`src/rtl/smg_disp_ctrl_if.sv`:
```
// Requester handshake and display bus of the seven-segment display controller.
// master = requesters / display consumer side, slave = controller side.
interface smg_disp_ctrl_if;
    logic        REQ_A;
    logic [15:0] DATA_A;
    logic        ACK_A;
    logic        REQ_B;
    logic [15:0] DATA_B;
    logic        ACK_B;
    logic [2:0]  SEL;
    logic [3:0]  CODE;
    logic        BUSY;
    logic        OVF;

    modport master (
        output REQ_A, DATA_A, REQ_B, DATA_B,
        input  ACK_A, ACK_B, SEL, CODE, BUSY, OVF
    );

    modport slave (
        input  REQ_A, DATA_A, REQ_B, DATA_B,
        output ACK_A, ACK_B, SEL, CODE, BUSY, OVF
    );
endinterface

```
`src/rtl/smg_disp_ctrl.sv`:
```
// Two-requester, round-robin display controller: binary capture, shift-and-add-3 BCD, 4-digit scan.
// Optional macro SMG_LEAD_ZERO_BLANK_EN blanks leading zeros in thousands..tens.
module smg_disp_ctrl #(
    parameter int unsigned SCAN_DIV = 50000
) (
    input logic         CLK,
    input logic         RST,
    smg_disp_ctrl_if.slave bus
);

    typedef enum logic [1:0] {IDLE, CONV, LOAD} state_t;

    localparam logic [19:0] DIV_LAST = 20'(SCAN_DIV - 1);

    state_t      state_q, state_d;
    logic [35:0] sh_q, sh_d;      // {bcd[19:0], bin[15:0]}
    logic [4:0]  cnt_q, cnt_d;
    logic        ovf_pend_q, ovf_pend_d;
    logic [15:0] disp_q, disp_d;
    logic        ovf_q, ovf_d;
    logic        ack_a_q, ack_a_d;
    logic        ack_b_q, ack_b_d;
    logic        last_b_q, last_b_d;
    logic        grant_b;
    logic [15:0] cap_data;
    logic [19:0] bcd_adj;
    logic [19:0] div_q;
    logic [1:0]  sel_q;
    logic [3:0]  digit;
    logic [3:0]  code;

    always_ff @(posedge CLK or posedge RST) begin
        if (RST) begin
            state_q    <= IDLE;
            sh_q       <= '0;
            cnt_q      <= '0;
            ovf_pend_q <= 1'b0;
            disp_q     <= '0;
            ovf_q      <= 1'b0;
            ack_a_q    <= 1'b0;
            ack_b_q    <= 1'b0;
            last_b_q   <= 1'b1;
        end else begin
            state_q    <= state_d;
            sh_q       <= sh_d;
            cnt_q      <= cnt_d;
            ovf_pend_q <= ovf_pend_d;
            disp_q     <= disp_d;
            ovf_q      <= ovf_d;
            ack_a_q    <= ack_a_d;
            ack_b_q    <= ack_b_d;
            last_b_q   <= last_b_d;
        end
    end

    always_comb begin
        for (int i = 0; i < 5; i++) begin
            bcd_adj[4*i +: 4] = (sh_q[16+4*i +: 4] >= 4'd5) ? sh_q[16+4*i +: 4] + 4'd3
                                                           : sh_q[16+4*i +: 4];
        end
    end

    assign grant_b  = bus.REQ_B && (!bus.REQ_A || !last_b_q);
    assign cap_data = grant_b ? bus.DATA_B : bus.DATA_A;

    always_comb begin
        state_d    = state_q;
        sh_d       = sh_q;
        cnt_d      = cnt_q;
        ovf_pend_d = ovf_pend_q;
        disp_d     = disp_q;
        ovf_d      = ovf_q;
        ack_a_d    = 1'b0;
        ack_b_d    = 1'b0;
        last_b_d   = last_b_q;
        case (state_q)
            IDLE: begin
                if (bus.REQ_A || bus.REQ_B) begin
                    sh_d       = {20'd0, cap_data};
                    ovf_pend_d = cap_data > 16'd9999;
                    ack_a_d    = !grant_b;
                    ack_b_d    = grant_b;
                    last_b_d   = grant_b;
                    cnt_d      = '0;
                    state_d    = CONV;
                end
            end
            CONV: begin
                // First CONV cycle overlaps the ACK pulse; the 16 shifts follow it.
                cnt_d = cnt_q + 5'd1;
                if (cnt_q != 5'd0) begin
                    sh_d = {bcd_adj, sh_q[15:0]} << 1;
                end
                if (cnt_q == 5'd16) begin
                    state_d = LOAD;
                end
            end
            LOAD: begin
                disp_d  = ovf_pend_q ? 16'hEEEE : sh_q[31:16];
                ovf_d   = ovf_pend_q;
                state_d = IDLE;
            end
            default: state_d = IDLE;
        endcase
    end

    // Digit scan runs free of the FSM.
    always_ff @(posedge CLK or posedge RST) begin
        if (RST) begin
            div_q <= '0;
            sel_q <= '0;
        end else if (div_q == DIV_LAST) begin
            div_q <= '0;
            sel_q <= sel_q + 2'd1;
        end else begin
            div_q <= div_q + 20'd1;
        end
    end

    always_comb begin
        case (sel_q)
            2'd0:    digit = disp_q[15:12];
            2'd1:    digit = disp_q[11:8];
            2'd2:    digit = disp_q[7:4];
            default: digit = disp_q[3:0];
        endcase
        code = digit;
`ifdef SMG_LEAD_ZERO_BLANK_EN
        // Error digits are nonzero, so they never match the blanking test.
        case (sel_q)
            2'd0:    if (disp_q[15:12] == 4'd0) code = 4'hF;
            2'd1:    if (disp_q[15:8] == 8'd0) code = 4'hF;
            2'd2:    if (disp_q[15:4] == 12'd0) code = 4'hF;
            default: code = digit;
        endcase
`endif
    end

    assign bus.ACK_A = ack_a_q;
    assign bus.ACK_B = ack_b_q;
    assign bus.SEL   = {1'b0, sel_q};
    assign bus.CODE  = code;
    assign bus.BUSY  = (state_q != IDLE);
    assign bus.OVF   = ovf_q;

endmodule

```
`src/flat_wrapper.sv`:
```
// flat-port wrapper written by rule: the top's interface ports become plain ports
module smg_disp_ctrl_flat 
#(
    parameter int unsigned SCAN_DIV = 50000
)
  (CLK, RST, bus_REQ_A, bus_DATA_A, bus_REQ_B, bus_DATA_B, bus_ACK_A, bus_ACK_B, bus_SEL, bus_CODE, bus_BUSY, bus_OVF);
  smg_disp_ctrl_if bus_i ();
  input logic CLK;
  input logic RST;
  input wire logic [$bits(bus_i.REQ_A)-1:0] bus_REQ_A;
  input wire logic [$bits(bus_i.DATA_A)-1:0] bus_DATA_A;
  input wire logic [$bits(bus_i.REQ_B)-1:0] bus_REQ_B;
  input wire logic [$bits(bus_i.DATA_B)-1:0] bus_DATA_B;
  output wire logic [$bits(bus_i.ACK_A)-1:0] bus_ACK_A;
  output wire logic [$bits(bus_i.ACK_B)-1:0] bus_ACK_B;
  output wire logic [$bits(bus_i.SEL)-1:0] bus_SEL;
  output wire logic [$bits(bus_i.CODE)-1:0] bus_CODE;
  output wire logic [$bits(bus_i.BUSY)-1:0] bus_BUSY;
  output wire logic [$bits(bus_i.OVF)-1:0] bus_OVF;
  assign bus_i.REQ_A = bus_REQ_A;
  assign bus_i.DATA_A = bus_DATA_A;
  assign bus_i.REQ_B = bus_REQ_B;
  assign bus_i.DATA_B = bus_DATA_B;
  assign bus_ACK_A = bus_i.ACK_A;
  assign bus_ACK_B = bus_i.ACK_B;
  assign bus_SEL = bus_i.SEL;
  assign bus_CODE = bus_i.CODE;
  assign bus_BUSY = bus_i.BUSY;
  assign bus_OVF = bus_i.OVF;
  smg_disp_ctrl #(.SCAN_DIV(SCAN_DIV)) u_core (.CLK(CLK), .RST(RST), .bus(bus_i));
endmodule
```
`config.mk`:
```
export PLATFORM = sky130hd
export DESIGN_NAME = smg_disp_ctrl_flat
export DESIGN_NICKNAME = d
export VERILOG_FILES = /design/src/rtl/smg_disp_ctrl_if.sv /design/src/rtl/smg_disp_ctrl.sv /design/src/flat_wrapper.sv
export SDC_FILE = /design/constraint.sdc
export NUM_CORES = 1
export LEC_CHECK = 0
export BUFFER_PORTS_ARGS = -buffer_cell sky130_fd_sc_hd__buf_2
export CORE_ASPECT_RATIO = 1.5
export CORE_MARGIN = 2
export CORE_UTILIZATION = 45
export DETAILED_ROUTE_END_ITERATION = 10
export GPL_TIMING_DRIVEN = 0
export HOLD_SLACK_MARGIN = 0.12
export MAX_ROUTING_LAYER = met4
export PLACE_DENSITY = 0.71
export SLEW_MARGIN = 20
export SYNTH_ARGS = -nofsm -noshare
export SYNTH_HDL_FRONTEND = slang
export SYNTH_SLANG_ARGS = --single-unit
```
`constraint.sdc`:
```
create_clock -name CLK -period 3.9 [get_ports CLK]
set_clock_uncertainty 0.1 [all_clocks]
set_input_delay 0.975 -clock CLK [delete_from_list [all_inputs] [get_ports CLK]]
set_output_delay 0.975 -clock CLK [all_outputs]
set_load 0.01 [all_outputs]
```
==> results.md <==
* # port buffers at 45
* Pre-CTS setup slack at about 1.4 ns
* Initial antenna violation count at 0
* Top routing layer used: met4
* CORE AREA at 0.00888 sq mm
* End of the critical path: bus_CODE[3]
* Dominant cells by area after synthesis: dfrtp_1, nand2_1, ha_1
* Layout net count at 531
* Seq cells post-synth at between 80 and 90
* Area share of the leading cell type in the synthesized netlist at 0.490
* Synthesized area at approximately 0.0041 sq mm
* Register area at 0.00205 sq mm
* Post-Syn Nets at 474
* Initial Util at 0.466
* Vias in the first global route at 3486
* Gpl congestion at 0.904
* Syn Area/Cell at 9.79 sq um
* Top Ports at 47
* Max transition margin at 0.562
* Yosys cell types at 46
* DRT Wirelength at 8.95 mm
* RSZ-0062 raised after global routing: false
* Main synth FF type: dfrtp_1
* Final Cell Area at between 0.004 and 0.005 sq mm
* Cell count after synthesis at 423
* Post-route ant nets at 0
* Commonest cells in the synthesized netlist: dfrtp_1, nand2_1, o21ai_0
* DR WL met3 at 351 microns
* Hold Buf Count CTS at 0
* Metal-1 WL at about 3.6 mm
* DRC errors left at 0
* Clock sink count at 82
* Fmax at about 0.35 GHz
* Clock Tree Buf Depth at 2
* Final setup violation count at 0
* CP Class: flop to output port
* Post-synth EDFFs at 0
* Seq/Total Area, Yosys at 0.496
* Most frequent cell after synthesis: dfrtp_1
* Placed cell areas at about 0.0045 sq mm
* Gates resized, CTS repair at 0
* Routed vias at roughly 3300
* Largest net degree at the start of global routing at 44
* Worst skew pair latency at about 0.34 ns
* Die Wd at 82.3 microns
* Synthesis Warnings at 0
* HPWL after detailed placement at 6.70 mm
* Root buffer cell: clkbuf_16
* Worst Slack Setup Final at 1.02 ns
* CP required at ~2.8 ns
* Post-CTS Setup Bufs at 0
* Inst Count DP at 579
* First-pass GRT wire length at 16.0 mm
* Max Cap Viol at 0
* CTS tree: done
* Antenna Cells at 0
* Worst r2r src: u_core.cnt_q[0]
* VDD IR max at 352 uV
* Post-route minimum period at 2.88 ns
* Leakage at 0.00227 uW
* Fill cells at just under 800
* RR Endpoint: u_core.sh_q[1]
* WHS at 0.379 ns
* Crit share post-route at 0.739
* Routed wl met2 at 4.85 mm
* Initial DRC count at roughly 220
* Die ar. at 0.0100 sq mm
* Area growth from synthesis to layout at 16.4%
* CP Max Fanout at 4
* Critical Path AT at 1.81 ns
* Final Max Tran Viols at 0
* Share of layout cells above drive strength 1 at 0.171
* GRT Total Usage at 0.212
* CP Launch Type: flop
* Critical path launch point: u_core.sel_q[0]
* Vias per inst at 5.53
* Detailed Routing Iterations Pass 1 at 4
* H-tree depth at 3
* Outcome: finished, final reports clean
* Die extent in y at around 120 microns
* Worst min-delay path class: flop to flop
* R2R depth at 6
* Asr flop ratio synth at 1.00
* Multi-input logic area at 0.00191 sq mm
* Final Hold Vio Count at 0
* Row cnt at 42
* Critical Path Sink Type: output port
* Post-synth top area cell: dfrtp_1
* Remaining Overflow, GRT at 0
* Slew @ Worst Pin at 0.652 ns
* Inserted Clock Buffers at 9
* P per Cell Area at 679 mW/mm^2
* Register-to-Register Setup Slack at 1.75 ns
* Non-filler cells, final at 595
* DR WL/cell at 15.0 microns
* Clock-pin slew on the worst setup and hold paths at 0.06 ns
-- logic make-up (layout without fill, tap and decap cells) --
| kind of cell | count (synthesis) | in the layout | synth area share |
|---|---|---|---|
| mux | 11 | 11 | 0.0272 |
| simple gates | 148 | 148 | 0.173 |
| xor+xnor | 24 | 24 | 0.0508 |
| compound gates | 100 | 100 | 0.165 |
| other cells | 1 | 1 | 0.000906 |
| fa+ha+maj | 15 | 15 | 0.0453 |
| buf+inv | 42 | 104 | 0.0420 |
| flops | 82 | 82 | 0.496 |
-- layer usage --
layer / global-route usage / vias up
li1: - / 1610
met2: 0.357 / 85
met5: - / -
met3: 0.0491 / 14
met1: 0.239 / 1579
met4: 0.0792 / 0
-- layout by cell type, fill, tap and decap left out, types with 3 or more instances in the layout --
master	instances
mux2i_1	9
buf_2	52
a32o_1	4
a222oi_1	4
a21o_1	3
a21oi_1	25
nand2b_1	7
clkbuf_1	9
o21ai_0	32
xor2_1	6
nor4_1	8
clkinv_2	3
nor3_1	5
o31ai_1	4
xnor2_1	18
nand3_1	7
inv_1	21
nand4_1	11
a221o_1	15
clkbuf_16	9
ha_1	15
a22o_1	6
dfrtp_1	81
nor2_1	31
nand2_1	62
-- worst max-delay path: stages, from the launching register on --
cell      delay, ns
dfrtp_1        0.39
inv_1          0.10
ha_1           0.25
a222oi_1       0.45
mux2i_1        0.12
buf_2          0.16
-- how the worst min path moves through the flow --
stage | slack [ns] | endpoint | cells after the start | startpoint
2_1_floorplan | 0.35 | u_core.div_q[19] | 1 | u_core.div_q[19]
3_5_place_dp | 0.37 | u_core.disp_q[0] | 2 | u_core.disp_q[0]
4_1_cts | 0.38 | u_core.disp_q[0] | 2 | u_core.disp_q[0]
6_report | 0.38 | u_core.div_q[0] | 1 | u_core.div_q[0]
5_1_grt | 0.41 | u_core.disp_q[0] | 2 | u_core.disp_q[0]
3_3_place_gp | 0.36 | u_core.div_q[19] | 1 | u_core.div_q[19]
-- through the flow --
stage / utilization / TNS [ns] / power [uW]
floorplan: - / 0 / 2110
global placement: 0.507 / -16.91 / 2380
detailed placement: 0.510 / 0 / 2450
CTS: 0.543 / 0 / 3300
global route: 0.543 / 0 / 3520
finish: 0.543 / 0 / 3270
-- power by group --
group,total (uW),leakage (uW),internal [uW],switching (uW)
sequential,1290,0.00106,1090,196
clock,840,0.000142,494,346
combinational,1140,0.00108,495,646
total,3270,0.00227,2080,1190
-- registers in the layout (all words and copies together) (netlist names) --
register,cells
u_core.sel_q,2
u_core.bus.OVF,1
u_core.ovf_pend_q,1
u_core.disp_q,16
u_core.cnt_q,5
u_core.bus.ACK_B,1
u_core.div_q,20
u_core.last_b_q,1
u_core.bus.ACK_A,1
u_core.sh_q,32
u_core.state_q,2
-- layout make-up --
cell class / instances / share of cell area
clock inverters: 7 / 0.0143
plain buffers: 20 / 0.0190
repair buffers: 46 / 0.0509
well taps: 110 / 0.0286
clock buffers: 9 / 0.0467
multi-input cells: 299 / 0.397
inverters: 22 / 0.0177
flip-flops and latches: 82 / 0.426
(Power assumes the default switching activity.)
